[config.mk]
export PLATFORM = sky130hd
export DESIGN_NAME = booth_ppg
export DESIGN_NICKNAME = d
export VERILOG_FILES = /design/src/rtl/booth_pkg.sv /design/src/rtl/booth_row.sv /design/src/rtl/booth_ppg.sv
export SDC_FILE = /design/constraint.sdc
export NUM_CORES = 1
export LEC_CHECK = 0
export CELL_PAD_IN_SITES_DETAIL_PLACEMENT = 0
export CELL_PAD_IN_SITES_GLOBAL_PLACEMENT = 1
export CORE_MARGIN = 5
export CORE_UTILIZATION = 36
export CTS_CLUSTER_DIAMETER = 30
export DETAILED_ROUTE_END_ITERATION = 7
export PLACE_DENSITY = 0.76
export SLEW_MARGIN = 0
export SYNTH_ARGS = -nofsm -noshare
export SYNTH_HDL_FRONTEND = slang
export SYNTH_SLANG_ARGS = --single-unit
[constraint.sdc]
create_clock -name clk -period 1.1 [get_ports clk]
set_input_delay 0.22 -clock clk [delete_from_list [all_inputs] [get_ports clk]]
set_output_delay 0.22 -clock clk [all_outputs]
set_load 0.05 [all_outputs]
[src/rtl/booth_pkg.sv]
// booth_pkg: Booth triplet codes, row geometry and the compressor compensation constant
package booth_pkg;
    localparam int ROWS  = 4;
    localparam int ROW_W = 9;
    // Constant the compressor adds to undo the sign-extension-elimination encoding
    localparam logic [16:0] COMP = 17'h15000;
    localparam logic [2:0] TRIP_Z0  = 3'b000;
    localparam logic [2:0] TRIP_P1A = 3'b001;
    localparam logic [2:0] TRIP_P1B = 3'b010;
    localparam logic [2:0] TRIP_P2  = 3'b011;
    localparam logic [2:0] TRIP_N2  = 3'b100;
    localparam logic [2:0] TRIP_N1A = 3'b101;
    localparam logic [2:0] TRIP_N1B = 3'b110;
    localparam logic [2:0] TRIP_Z1  = 3'b111;
endpackage

[src/rtl/booth_row.sv]
// booth_row: one radix-4 Booth row; trip/m in, ones-complement row p and negate bit out
module booth_row
    import booth_pkg::*;
(
    input  logic [2:0]       trip,
    input  logic [7:0]       m,
    output logic [ROW_W-1:0] p,
    output logic             neg
);
    logic             one;
    logic             two;
    logic [ROW_W-1:0] a;
    always_comb begin
        one = trip == TRIP_P1A || trip == TRIP_P1B || trip == TRIP_N1A || trip == TRIP_N1B;
        two = trip == TRIP_P2 || trip == TRIP_N2;
        // 111 is a zero digit, so it must not invert
        neg = trip[2] && trip != TRIP_Z1;
        a   = two ? {m, 1'b0} : one ? {m[7], m} : '0;
        p   = neg ? ~a : a;
    end
endmodule

[src/rtl/booth_ppg.sv]
// booth_ppg: registered radix-4 Booth partial-product generator for an 8x8 signed multiply
//   in:  clk, reset (async active-low), in_valid, multiplicand, multiplier
//   out: out_valid, pp0 (12b), pp1..pp3 (10b), neg0..neg3
module booth_ppg
    import booth_pkg::*;
(
    input  logic       clk,
    input  logic       reset,
    input  logic       in_valid,
    input  logic [7:0] multiplicand,
    input  logic [7:0] multiplier,
    output logic       out_valid,
    output logic [11:0] pp0,
    output logic [9:0] pp1,
    output logic [9:0] pp2,
    output logic [9:0] pp3,
    output logic       neg0,
    output logic       neg1,
    output logic       neg2,
    output logic       neg3
);
    logic [9:0]       yx;
    logic [ROW_W-1:0] p [ROWS];
    logic [ROWS-1:0]  n;

    // Appended zero supplies Y[-1] for the first triplet
    assign yx = {multiplier, 1'b0};

    for (genvar i = 0; i < ROWS; i++) begin : g_row
        booth_row u_row (
            .trip (yx[2*i+2:2*i]),
            .m    (multiplicand),
            .p    (p[i]),
            .neg  (n[i])
        );
    end

    // Sign-extension elimination: row 0 gets {~s,s,s}, higher rows {~s}
    always_ff @(posedge clk or negedge reset) begin
        if (!reset) begin
            out_valid <= 1'b0;
            pp0       <= '0;
            pp1       <= '0;
            pp2       <= '0;
            pp3       <= '0;
            {neg3, neg2, neg1, neg0} <= '0;
        end else begin
            out_valid <= in_valid;
            if (in_valid) begin
                pp0 <= {~p[0][8], p[0][8], p[0][8], p[0]};
                pp1 <= {~p[1][8], p[1]};
                pp2 <= {~p[2][8], p[2]};
                pp3 <= {~p[3][8], p[3]};
                {neg3, neg2, neg1, neg0} <= n;
            end
        end
    end
endmodule

==> results.md <==
- Status: finished, violations left
- Failing checks: negative setup slack
- F_max: 0.853 GHz
- GRT Residual Overflow: 0
- CTS tree: done
- Fin Setup TNS: -0.392 ns
- Top_reg_cell synth: dfrtp_1
- CTS Buf Count: 5
- WP buf/inv: 1
- Final WL: roughly 8200 um
- Crit path largest cell delay: 0.48 ns
- GP Congestion: ~0.8
- EDFF count, synth: 0
- Detailed Route Iter0 Violations: 72
- Rows: 31
- Final worst slack: -0.0725 ns
- CTS max path bufs: 2
- PortBufs: 65
- Final period utilization: 107%
- Area grow syn2layout: 79.2%
- Async set-reset flop share out of synthesis: 100%
- Routed Antenna Nets: 0
- Die ar.: roughly 9400 um2
- R2R Setup Slk: 0.18 ns
- Slew @ Worst Pin: 0.346 ns
- Maximum vdd drop: 0.622 mV
- Average via count per standard cell: around 5.2
- Worst Path Max Fanout: 4
- Worst setup EP type: output pin
- Max-slew violations: 0
- Required time of the critical path: 0.88 ns
- Hold Path Depth: 2
- Slew margin rel.: 76.6%
- Global-route met2 utilization: 29.1%
- Vias in the first global route: between 2000 and 3000
- Met3 usage: approximately 3.7%
- Crit Reg-Reg Endpoint: neg0
- Synth unique cells: 38
- Initial antenna violation count: 0
- Crit path cell chain: buf_12
- Via count: 2588
- Post-Syn Instances: between 200 and 300
- Root Buffer: clkbuf_8
- FILL cells: 590
- Static leakage: 2.10 nW
- Pwr Total: 0.00602 W
- Reg-to-reg startpoint: neg0
- Core area: 7290 um2
- Cell family with most CP delay: flip-flops
- Ratio of cells with drive above 1 in the final layout: 49.1%
- Num Clock Sinks: 45
- Final Core Density: 66.6%
- DRC: 0
- R2R depth: 2
- Crit-path slowest cell: dfrtp_2
- Largest net degree at the start of global routing: 46
- Skew final: 0 ns
- Cell taking the most area after synthesis: dfrtp_1
- Ranking of synthesized cells by area: dfrtp_1, xor2_1, nor4b_1, a221oi_1, a21oi_1
- Net count, final: 420
- Total GRT Usage: 17.0%
- Share of the synthesized area in the top cell type: 41.6%
- Syn_area_per_cell: 9.58 um2
- Worst Path Class, Setup: flip-flop to output pin
- Synth warn: 0
- Final hold viol count: 0
- Startpoint types: flip-flop
- Seq/Total Area, Yosys: 41.6%
- Gr busiest metal: met2
- Drt first pass iters: 4
- Clk slew on worst S/H paths: 0.09 ns
- Post-synthesis net count: approximately 300
- Register bit total from synthesis: 45
- Power per cell area: 1240 nW/um2
- DP HPWL: 5320 um
- IO Pins: 66
- First-pass GRT wire length: about 13000 um
- Critical Path AT: 0.95 ns
- Hold Startpoint: in_valid
- Clock latency on the worst-skew pair: 0.29 ns
- Post-synth top cells: dfrtp_1, nor2_1, a21oi_1
- Max-cap violation count: 0
- Initial core utilization: a little under two fifths
- Diodes inserted: 0
- Met1 Use GR: 22.3%
- Die Span Y: 96.8 um
- RSZ-0062 raised after global routing: yes
- Final worst path period need: 1.17 ns
- Die W: 96.8 um
- CTS H-Tree Depth: 2
- Setup Viol. Count Final: 16
- Most frequent cell after synthesis: dfrtp_1
- Hold WC Path Type: input port to flip-flop
- Netlist Area Pre-Place: 2710 um2
- Routed len/inst: 16.3 um
- Worst hold endpoint: out_valid
layout by cell type, fill, tap and decap left out, types with 3 or more instances in the layout:
cell           instances
a21oi_1               31
a221oi_2              17
a22oi_1                5
and3b_2                3
buf_12                53
buf_2                  6
buf_4                 62
buf_6                 14
clkbuf_2               3
clkbuf_8               6
dfrtp_1               44
dlygate4sd2_1          9
inv_1                  6
mux2_2                 4
mux2i_1                7
nand2_1                6
nand3_1                4
nor2_1                32
nor2b_1                6
nor4b_2               14
nor4b_4                4
o21ai_0               10
o2bb2ai_1              3
xor2_1                22
xor2_4                 3
kinds of logic after synthesis:
logic type,count (synthesis),synth area share [%]
multiplexers,11,4.25
flip-flops,45,41.6
XOR/XNOR,27,9.42
AND/OR/NAND/NOR,77,16.8
buffers and inverters,44,8.63
AO/OA/AOI/OAI,79,19.3
cell type report:
type	count	area, um2	share of cell area [%]
Clock buffer	7	86.3	1.78
Inverter	6	22.5	0.464
Multi-Input combinational cell	194	1670	34.3
Sequential cell	45	1130	23.2
Tap cell	99	124	2.55
Timing Repair Buffer	149	1830	37.6
repair_timing:
item / in CTS / in global routing
setup endpoints to repair: 76 / 74
pin swaps: 10 / 3
setup buffers: 17 / 8
hold buffers: 1 / 0
gates cloned: 1 / 0
endpoints found under the hold margin: 45 / 0
gates resized for setup: 73 / 25
metal layers:
metal,vias up,routed length [um]
met5,-,0
met4,0,70
met3,5,316
met2,50,4200
met1,1283,3570
li1,1250,-
through the flow:
stage                     instances  hold WS [ns]  worst slack (ns)  area, um2
final                           500         0.263           -0.0725       4860
after global placement          466         0.218            -0.694       4210
after CTS                       492         0.268           -0.0789       4710
after global routing            500         0.266            -0.105       4860
after floorplan                 283       -0.0756           -0.0104       2710
after detailed placement        466         0.222            -0.763       4210
power breakdown:
| part | internal [W] | total (W) | switching, W | leakage (nW) |
|---|---|---|---|---|
| Combinational | 0.00142 | 0.00287 | 0.00145 | 1.53 |
| Sequential | 0.00185 | 0.00209 | 0.000232 | 0.527 |
| Clock | 0.000500 | 0.00107 | 0.000566 | 0.0443 |
| Total | 0.00378 | 0.00602 | 0.00225 | 2.10 |
worst max-delay path by stage:
stage / to / startpoint / cells after the start / slack (ns)
5_1_grt: pp0[9] / pp0[10] / 1 / -0.10
6_report: pp0[9] / pp0[10] / 1 / -0.07
3_3_place_gp: pp3[5] / multiplier[5] / 5 / -0.69
4_1_cts: pp0[9] / pp0[10] / 1 / -0.08
3_5_place_dp: pp3[5] / multiplier[5] / 5 / -0.76
2_1_floorplan: pp1[3] / multiplier[1] / 5 / -0.01
flip-flops by register name, summed over array words and instances, names as in the netlist:
name,flops
pp1,10
neg3,1
pp2,10
out_valid,1
pp3,10
neg0,1
pp0,10
neg1,1
neg2,1
Note: power is estimated with default switching activity, not from simulation.
